## config.mk

```make
export PLATFORM = sky130hd
export DESIGN_NAME = pe_dispatcher
export DESIGN_NICKNAME = d
export VERILOG_FILES = /design/src/rtl/pe_pkg.sv /design/src/rtl/pe_disp_counter.sv /design/src/rtl/pe_dispatcher.sv
export SDC_FILE = /design/constraint.sdc
export NUM_CORES = 1
export LEC_CHECK = 0
export BUFFER_PORTS_ARGS = -buffer_cell sky130_fd_sc_hd__buf_4
export CAP_MARGIN = 20
export CELL_PAD_IN_SITES_DETAIL_PLACEMENT = 1
export CELL_PAD_IN_SITES_GLOBAL_PLACEMENT = 2
export CORE_UTILIZATION = 32
export DETAILED_ROUTE_END_ITERATION = 7
export PLACE_DENSITY_LB_ADDON = 0.1
export SYNTH_ARGS = -nofsm -noshare
export SYNTH_HDL_FRONTEND = slang
export SYNTH_SLANG_ARGS = --single-unit
```

## constraint.sdc

```tcl
create_clock -name clk -period 3.9 [get_ports clk]
set_clock_uncertainty 0.05 [all_clocks]
set_input_delay 0.78 -clock clk [delete_from_list [all_inputs] [get_ports clk]]
set_output_delay 0.78 -clock clk [all_outputs]
set_load 0.01 [all_outputs]
```

## src/rtl/pe_pkg.sv

```systemverilog
// Shared types and constants for the pe dispatcher and its helpers.
package pe_pkg;

    localparam int Q_INT_BITS  = 7;
    localparam int Q_FRAC_BITS = 9;
    localparam int W           = Q_INT_BITS + Q_FRAC_BITS;
    localparam int PE_CONN_W   = 3;

    typedef logic [W-1:0] q_t;

    typedef enum logic [1:0] {
        IDLE  = 2'd0,
        ISSUE = 2'd1,
        DRAIN = 2'd2,
        OUT   = 2'd3
    } disp_state_e;

endpackage

```

## src/rtl/pe_disp_counter.sv

```systemverilog
// Loadable up/down counter; clear wins over load, load over inc, inc over dec.
module pe_disp_counter #(
    parameter int para_width = 8
)(
    input  logic                  clk,
    input  logic                  rst_n,
    input  logic                  clr,
    input  logic                  load,
    input  logic [para_width-1:0] load_val,
    input  logic                  inc,
    input  logic                  dec,
    output logic [para_width-1:0] count
);

    // count register with prioritised controls
    always_ff @(posedge clk or negedge rst_n) begin
        if (!rst_n) begin
            count <= '0;
        end else if (clr) begin
            count <= '0;
        end else if (load) begin
            count <= load_val;
        end else if (inc) begin
            count <= count + para_width'(1);
        end else if (dec) begin
            count <= count - para_width'(1);
        end
    end

endmodule

```

## src/rtl/pe_dispatcher.sv

```systemverilog
// Sequences one pe_unit through a dot product: accepts operand pairs,
// drives the pe inputs with accumulate/round controls, waits out the pe
// latency and hands the result downstream.
//
// state | meaning
// IDLE  | waiting for start; pe inputs idle, connection_state 0
// ISSUE | taking operand pairs until len beats have been issued
// DRAIN | pe pipeline settling; capture data_out when the delay expires
// OUT   | result presented until the downstream handshake
module pe_dispatcher
    import pe_pkg::*;
#(
    parameter int para_int_bits   = Q_INT_BITS,
    parameter int para_frac_bits  = Q_FRAC_BITS,
    parameter int para_max_len    = 64,
    parameter int para_pe_latency = 1,
    localparam int LW = $clog2(para_max_len + 1),
    localparam int DW = para_int_bits + para_frac_bits
)(
    input  logic                 clk,
    input  logic                 rst_n,
    input  logic                 start,
    input  logic [LW-1:0]        cfg_len,
    input  logic [PE_CONN_W-1:0] cfg_conn,
    output logic                 busy,
    output logic                 err_len,
    input  logic                 op_valid,
    output logic                 op_ready,
    input  logic [DW-1:0]        op_a,
    input  logic [DW-1:0]        op_b,
    output logic [DW-1:0]        pe_data_in_1,
    output logic [DW-1:0]        pe_data_in_2,
    output logic                 pe_adder_en,
    output logic                 pe_rounder_en,
    output logic [PE_CONN_W-1:0] pe_connection_state,
    input  logic [DW-1:0]        pe_data_out,
    output logic                 res_valid,
    input  logic                 res_ready,
    output logic [DW-1:0]        res_data
);

    // Drain counter must hold para_pe_latency and stay at least one bit wide.
    localparam int CW = $clog2(para_pe_latency + 2);

    disp_state_e          state, state_nxt;
    logic [LW-1:0]        len_q;
    logic [LW-1:0]        issued;
    logic [PE_CONN_W-1:0] conn_q;
    logic [CW-1:0]        drain_cnt;

    logic                 len_legal;
    logic                 start_ok;
    logic                 beat;
    logic                 last_beat;
    logic                 drain_done;

    logic [DW-1:0]        in1_nxt;
    logic [DW-1:0]        in2_nxt;
    logic                 adder_nxt;
    logic                 rounder_nxt;
    logic                 err_nxt;

    assign len_legal  = (cfg_len != '0) && (cfg_len <= LW'(para_max_len));
    assign start_ok   = (state == IDLE) && start && len_legal;
    assign op_ready   = (state == ISSUE) && (issued < len_q);
    assign beat       = op_valid && op_ready;
    assign last_beat  = beat && (issued == len_q - LW'(1));
    assign drain_done = (state == DRAIN) && (drain_cnt == '0);

    assign busy                = (state != IDLE);
    assign res_valid           = (state == OUT);
    assign pe_connection_state = (state == IDLE) ? '0 : conn_q;

    pe_disp_counter #(.para_width(LW)) u_issue_cnt (
        .clk      (clk),
        .rst_n    (rst_n),
        .clr      (start_ok),
        .load     (1'b0),
        .load_val ('0),
        .inc      (beat),
        .dec      (1'b0),
        .count    (issued)
    );

    pe_disp_counter #(.para_width(CW)) u_drain_cnt (
        .clk      (clk),
        .rst_n    (rst_n),
        .clr      (1'b0),
        .load     (last_beat),
        .load_val (CW'(para_pe_latency)),
        .inc      (1'b0),
        .dec      ((state == DRAIN) && (drain_cnt != '0)),
        .count    (drain_cnt)
    );

    // state register
    always_ff @(posedge clk or negedge rst_n) begin
        if (!rst_n) begin
            state <= IDLE;
        end else begin
            state <= state_nxt;
        end
    end

    // next state and next pe drive; non-beat cycles default to a bubble
    always_comb begin
        state_nxt   = state;
        in1_nxt     = '0;
        in2_nxt     = '0;
        adder_nxt   = 1'b1;
        rounder_nxt = 1'b0;
        err_nxt     = 1'b0;
        case (state)
            IDLE: begin
                if (start) begin
                    if (len_legal) begin
                        state_nxt = ISSUE;
                    end else begin
                        err_nxt = 1'b1;
                    end
                end
            end
            ISSUE: begin
                if (beat) begin
                    in1_nxt     = op_a;
                    in2_nxt     = op_b;
                    adder_nxt   = (issued != '0);
                    rounder_nxt = last_beat;
                    if (last_beat) begin
                        state_nxt = DRAIN;
                    end
                end
            end
            DRAIN: begin
                if (drain_done) begin
                    state_nxt = OUT;
                end
            end
            OUT: begin
                if (res_ready) begin
                    state_nxt = IDLE;
                end
            end
            default: state_nxt = IDLE;
        endcase
    end

    // registered pe drive and error pulse
    always_ff @(posedge clk or negedge rst_n) begin
        if (!rst_n) begin
            pe_data_in_1  <= '0;
            pe_data_in_2  <= '0;
            pe_adder_en   <= 1'b1;
            pe_rounder_en <= 1'b0;
            err_len       <= 1'b0;
        end else begin
            pe_data_in_1  <= in1_nxt;
            pe_data_in_2  <= in2_nxt;
            pe_adder_en   <= adder_nxt;
            pe_rounder_en <= rounder_nxt;
            err_len       <= err_nxt;
        end
    end

    // job configuration latched on an accepted start
    always_ff @(posedge clk or negedge rst_n) begin
        if (!rst_n) begin
            len_q  <= '0;
            conn_q <= '0;
        end else if (start_ok) begin
            len_q  <= cfg_len;
            conn_q <= cfg_conn;
        end
    end

    // result capture once the pe latency has elapsed
    always_ff @(posedge clk or negedge rst_n) begin
        if (!rst_n) begin
            res_data <= '0;
        end else if (drain_done) begin
            res_data <= pe_data_out;
        end
    end

endmodule

```

==> impl_metrics.py, run 1 <==
metrics = {
    "status": {
        "outcome": "finished clean",
    },
    "logic_synthesis": {
        "synth_area_um2": 3060,
        "yosysWarnings": 0,
        "async_flop_share_pct": 100,
        "synth-main-ff-cell": "dfrtp_1",
        "yosysUniqueCellTypes": 34,
        "syn_area_per_cell_um2": 12.1,
        "syn_nets": 331,
        "synthCells": 253,
        "ys_seq_area_share_pct": 58.9,
        "ys_ff_latch": 72,
        "synth-edff-count": 0,
    },
    "setup_path": {
        "cp_data_arrival_time_ns": 2.85,
        "critPathLaunch": "cfg_len[3]",
        "reg2reg_depth": 10,
        "critPathKind": "input pin to register",
        "start_kind": "input pin",
        "ff2ff_setup_slack_ns": 1.36,
        "r2r-start": "len_q[2]",
        "critPathMaxFanout": 13,
        "required_ns": 4.12,
        "crit_path_end_kind": "register",
        "timing.rr.end": "u_issue_cnt.count[6]",
    },
    "routing": {
        "drt_iter0_markers": 55,
        "drt-wirelength-per-cell_um": 14.5,
        "antenna_left": 0,
        "dr.pass1.iters": 4,
        "num_vias": 2249,
        "drc": 0,
        "avgViaCountPerCell": 4.41,
        "wirelength_um": 7370,
    },
    "grt": {
        "globalRoute.totalOverflow": 0,
        "grt_use_total_pct": 15.9,
        "antenna_found_initial": 0,
        "grt_start_max_net_pins": 73,
        "grt_pass1_vias": 2297,
        "grt_pass1_wl_um": 11900,
    },
    "place": {
        "placed_area_um2": 4100,
        "io_buffer_count": 119,
        "post-place-ws_ns": 0.852,
        "post-place-cells": 494,
        "globalplace.congestion": 0.750,
        "dp_hpwl_um": 5390,
    },
    "clocking": {
        "cts-htree-levels": 3,
        "clock_path_buffers": 2,
        "cts-root-buf": "clkbuf_8",
        "cts_tree": "done",
        "cts_resized": 0,
        "clk_latency_ns": 0.34,
        "post_cts_buffers": 0,
        "path_clk_slew_ns": 0.07,
        "cts_hold_buf": 0,
        "cts-buffers-inserted": 9,
        "cts_sinks": 72,
    },
    "final_layout": {
        "utilization_pct": 46.7,
        "final_nets": 454,
        "layout-drive-gt1-share_pct": 41.2,
        "finalInstanceArea_um2": 4320,
        "final_common_cell": "buf_4",
        "final_cell_mix": "buf_4, dfrtp_1, and2_1, inv_1, mux2_2",
        "diodes": 0,
        "stdcell_count": 510,
        "area_growth_pct": 41.0,
    },
    "timing": {
        "fmax_mhz": 380,
        "setup_tns_ns": 0,
        "slew_violations": 0,
        "fin_crit_sh_pct": 67.5,
        "post-route-min-period_ns": 2.63,
        "worst_slew_pin_slew_ns": 0.941,
        "setup_slack_ns": 1.27,
        "rsz0062_at_grt": "false",
        "slew_headroom_pct": 37.3,
        "hold_viol": 0,
        "finalSetupViolations": 0,
    },
    "power": {
        "power.leakage_uw": 0.00219,
        "max-vdd-ir-drop_mv": 0.248,
        "p_per_area_nw_per_um2": 695,
    },
    "hold_path": {
        "hold_end": "conn_q[1]",
        "min_from": "conn_q[1]",
        "hold_class": "register to register",
        "whs_path_depth": 1,
    },
    "floorplan": {
        "core_area_um2": 9240,
        "rows": 35,
        "die_width_um": 99.8,
        "start_util_pct": 33.1,
        "die-height_um": 99.8,
        "dieArea_um2": 9970,
        "io_pins": 120,
    },
    "run": {
        "drv_cap": 0,
    },
}
## critical path, stage by stage
cell and delay (ns):
buf_4 0.11, or4_1 0.50, nor3_1 0.26, xnor2_1 0.20, and3_1 0.56, buf_4 0.28
nand2_1 0.08, o21ai_1 0.07
## through the flow
step | hold slack [ns] | total power (µW)
floorplan | 0.400 | 1860
global placement | 0.414 | 2350
detailed placement | 0.427 | 2390
CTS | 0.444 | 3060
global route | 0.484 | 3250
finish | 0.436 | 3000
## report_power, final
part           internal (µW)  total (µW)  switching, µW
combinational            625        1200            574
clock                    364         654            290
sequential               988        1150            160
## registers in the layout (all words and copies together) (netlist names)
name               flops
pe_rounder_en          1
pe_data_in_1          16
pe_data_in_2          16
err_len                1
conn_q                 3
state                  2
res_data              16
u_issue_cnt.count      7
pe_adder_en            1
u_drain_cnt.count      2
len_q                  7
## how the worst max path moves through the flow
stage	slack, ns	depth (start not counted)	end
after detailed placement	0.85	8	len_q[4]
after global routing	1.04	8	len_q[0]
after global placement	0.92	6	conn_q[2]
after CTS	1.20	8	len_q[4]
after floorplan	1.34	8	len_q[3]
final	1.27	8	len_q[4]
## cells by family after synthesis
family	count (synthesis)	share of synthesized area, %
AND/OR/NAND/NOR	86	16.2
flip-flops	72	58.9
buffers and inverters	25	3.06
multiplexers	21	7.68
AO/OA/AOI/OAI	17	3.23
XOR/XNOR	17	4.86
adder cells (fa/ha/maj)	15	6.13
## cell type report
type                    count  area [µm²]
well taps                 129         161
flip-flops and latches     72        1800
multi-input cells         156        1170
clock buffers              10         128
inverters                  16        60.1
clock inverters             6        91.3
repair buffers            121         908
fillers                  1022        4920
## cell usage after synthesis, types with 2 or more instances
cell type	count	share of area, %
xnor2_1	13	3.7
nand4_1	3	0.61
xor2_1	4	1.1
dfrtp_1	71	58
inv_1	16	2.0
nor2b_1	3	0.61
nand3b_1	2	0.49
clkbuf_1	9	1.1
ha_1	15	6.1
and2_1	32	6.5
nand2_1	14	1.7
nand3_1	3	0.49
o21ai_0	2	0.33
a21oi_1	5	0.82
nor3_2	2	0.65
mux2_1	4	1.5
and4_1	3	0.86
o21ai_1	7	1.1
nor2_1	14	1.7
and4b_1	2	0.65
mux2_2	16	5.9
## routing by layer
metal / global-route usage, % / part of all wire (%) / vias to the layer above
met3: 3.27 / 4.8 / 8
li1: - / - / 1080
met2: 25.6 / 50 / 62
met5: 0 / 0 / -
met1: 20.4 / 44 / 1099
met4: 7.81 / 1.4 / 0
Note: power is estimated with default switching activity, not from simulation.
==> run 2: changes to the inputs <==
--- a/config.mk
+++ b/config.mk
@@ -9,7 +9,7 @@
 export CAP_MARGIN = 20
 export CELL_PAD_IN_SITES_DETAIL_PLACEMENT = 1
 export CELL_PAD_IN_SITES_GLOBAL_PLACEMENT = 2
-export CORE_UTILIZATION = 32
+export CORE_UTILIZATION = 27
 export DETAILED_ROUTE_END_ITERATION = 7
 export PLACE_DENSITY_LB_ADDON = 0.1
 export SYNTH_ARGS = -nofsm -noshare
==> constraint.sdc (replaced) <==
create_clock -name clk -period 2.2 [get_ports clk]
set_clock_uncertainty 0.05 [all_clocks]
set_input_delay 0.44 -clock clk [delete_from_list [all_inputs] [get_ports clk]]
set_output_delay 0.44 -clock clk [all_outputs]
set_load 0.01 [all_outputs]
==> impl_metrics.py, run 2 (synthesis results as in run 1) <==
metrics = {
    "routing": {
        "dr.pass1.iters": 4,
        "num_vias": 2373,
        "avgViaCountPerCell": 4.25,
        "antenna_left": 0,
        "drc": 0,
        "drt-wirelength-per-cell_um": 14.1,
        "wirelength_um": 7850,
        "drt_iter0_markers": 43,
    },
    "timing": {
        "rsz0062_at_grt": "true",
        "fin_crit_sh_pct": 101,
        "post-route-min-period_ns": 2.22,
        "fmax_mhz": 450,
        "slew_violations": 0,
        "whs_ns": 0.0181,
        "hold_viol": 0,
        "setup_slack_ns": -0.0231,
        "finalSetupViolations": 1,
        "slew_headroom_pct": 68.1,
        "worst_slew_pin_slew_ns": 0.473,
    },
    "run": {
        "drv_cap": 0,
    },
    "final_layout": {
        "reg_top3": "pe_data_in_1 (16), pe_data_in_2 (16), res_data (16)",
        "final_common_cell": "buf_4",
        "stdcell_count": 558,
        "diodes": 0,
        "area_growth_pct": 57.4,
        "final_nets": 491,
        "layout-drive-gt1-share_pct": 50.7,
        "final_cell_mix": "buf_4, dfrtp_1, and2_1, mux2_2",
    },
    "clocking": {
        "cts-root-buf": "clkbuf_16",
        "path_clk_slew_ns": 0.06,
        "clk_latency_ns": 0.33,
        "cts_tree": "done",
        "cts-buffers-inserted": 9,
        "cts-htree-levels": 3,
        "clock_path_buffers": 2,
        "cts_sinks": 72,
        "cts_hold_buf": 0,
    },
    "place": {
        "globalplace.congestion": 0.713,
        "dp_hpwl_um": 5770,
        "post-place-ws_ns": -0.372,
        "io_buffer_count": 119,
        "post-place-cells": 535,
    },
    "power": {
        "p_switching_uw": 2040,
        "p_per_area_nw_per_um2": 1280,
        "p_comb_share_pct": 45.8,
        "max-vdd-ir-drop_mv": 0.457,
        "internal_power_uw": 4120,
        "clkPwrFrac_pct": 22.3,
        "switching_share_pct": 33.1,
        "power.leakage_uw": 0.00241,
        "p_seq_share_pct": 31.9,
    },
    "grt": {
        "grt_use_total_pct": 14.0,
        "grt_start_max_net_pins": 38,
        "antenna_found_initial": 0,
        "globalRoute.totalOverflow": 0,
        "grt_pass1_wl_um": 12400,
        "grt_pass1_vias": 2577,
    },
    "setup_path": {
        "ff2ff_setup_slack_ns": -0.02,
        "reg2reg_depth": 8,
        "cp_data_arrival_time_ns": 2.38,
        "start_kind": "register",
        "critPathMaxFanout": 3,
        "timing.rr.end": "state[1]",
        "required_ns": 2.36,
        "r2r-start": "len_q[1]",
        "critPathKind": "register to register",
        "crit_path_end_kind": "register",
    },
    "status": {
        "violations": "setup timing",
        "outcome": "finished with violations",
    },
    "floorplan": {
        "core_area_um2": 10900,
        "rows": 38,
        "io_pins": 120,
        "die_width_um": 109,
        "start_util_pct": 28.0,
        "die-height_um": 109,
        "dieArea_um2": 11800,
    },
    "hold_path": {
        "hold_class": "input pin to async pin",
    },
}
## run 2: cell types whose count changed in the layout (fill, tap and decap cells not counted), moves of 4 or more
cell	change
clkbuf_8	-7
ha_4	+4
buf_4	+33
clkbuf_16	+9
ha_1	-4
inv_1	-4
inv_2	+4
## run 2: layout make-up
type	count	area (µm²)
fill	1217	6110
inverter	16	60.1
sequential	72	1800
multi-input combinational	156	1280
tap	140	175
timing repair buffer	158	1220
clock buffer	12	256
clock inverter	4	28.8
## run 2: how the worst max path moves through the flow
| stage | cells after the start | slack [ns] | from | end |
|---|---|---|---|---|
| global route | 8 | -0.18 | len_q[1] | state[1] |
| finish | 8 | -0.02 | len_q[1] | state[1] |
| CTS | 8 | -0.12 | len_q[0] | state[1] |
| detailed placement | 8 | -0.37 | cfg_len[3] | state[1] |
| floorplan | 8 | 0.003 | len_q[0] | state[1] |
| global placement | 8 | -0.30 | cfg_len[3] | state[1] |
## run 2: metal layers
layer / track usage (%) / vias to the layer above / share of wire [%]
met5: 0 / - / 0
met2: 24.1 / 69 / 51
li1: - / 1155 / -
met4: 6.37 / 0 / 1.7
met3: 3.44 / 10 / 5.2
met1: 16.4 / 1139 / 42
## run 2: power by group through the flow
stage	clock (µW)	combinational, µW	sequential [µW]
finish	1370	2830	1970
global route	1480	3160	2030
CTS	1420	2630	1970
detailed placement	0	2540	1990
global placement	0	2500	1970
floorplan	0	1190	2120
## run 2: timing repair
item	in CTS	in global routing
buffers inserted	2	5
pin swaps	2	8
setup endpoints to repair	17	16
resized for setup	8	19
## run 2: critical path, stage by stage, from the launching register on
cell and delay (ns):
dfrtp_1 0.40, inv_2 0.10, ha_4 0.20, xnor2_1 0.11
or3_4 0.34, nor3_4 0.15, nand3_4 0.11, a221oi_4 0.29
mux2_1 0.34
## run 2: through the flow
stage                     util [%]  setup TNS, ns  total power [µW]  area [µm²]
final                         44.1        -0.0231              6170        4820
after global routing          44.1         -0.534              6660        4820
after floorplan                  -              0              3310        3070
after CTS                     42.8         -0.178              6020        4680
after detailed placement      39.8          -6.07              4530        4350
after global placement        39.8          -4.19              4470        4350
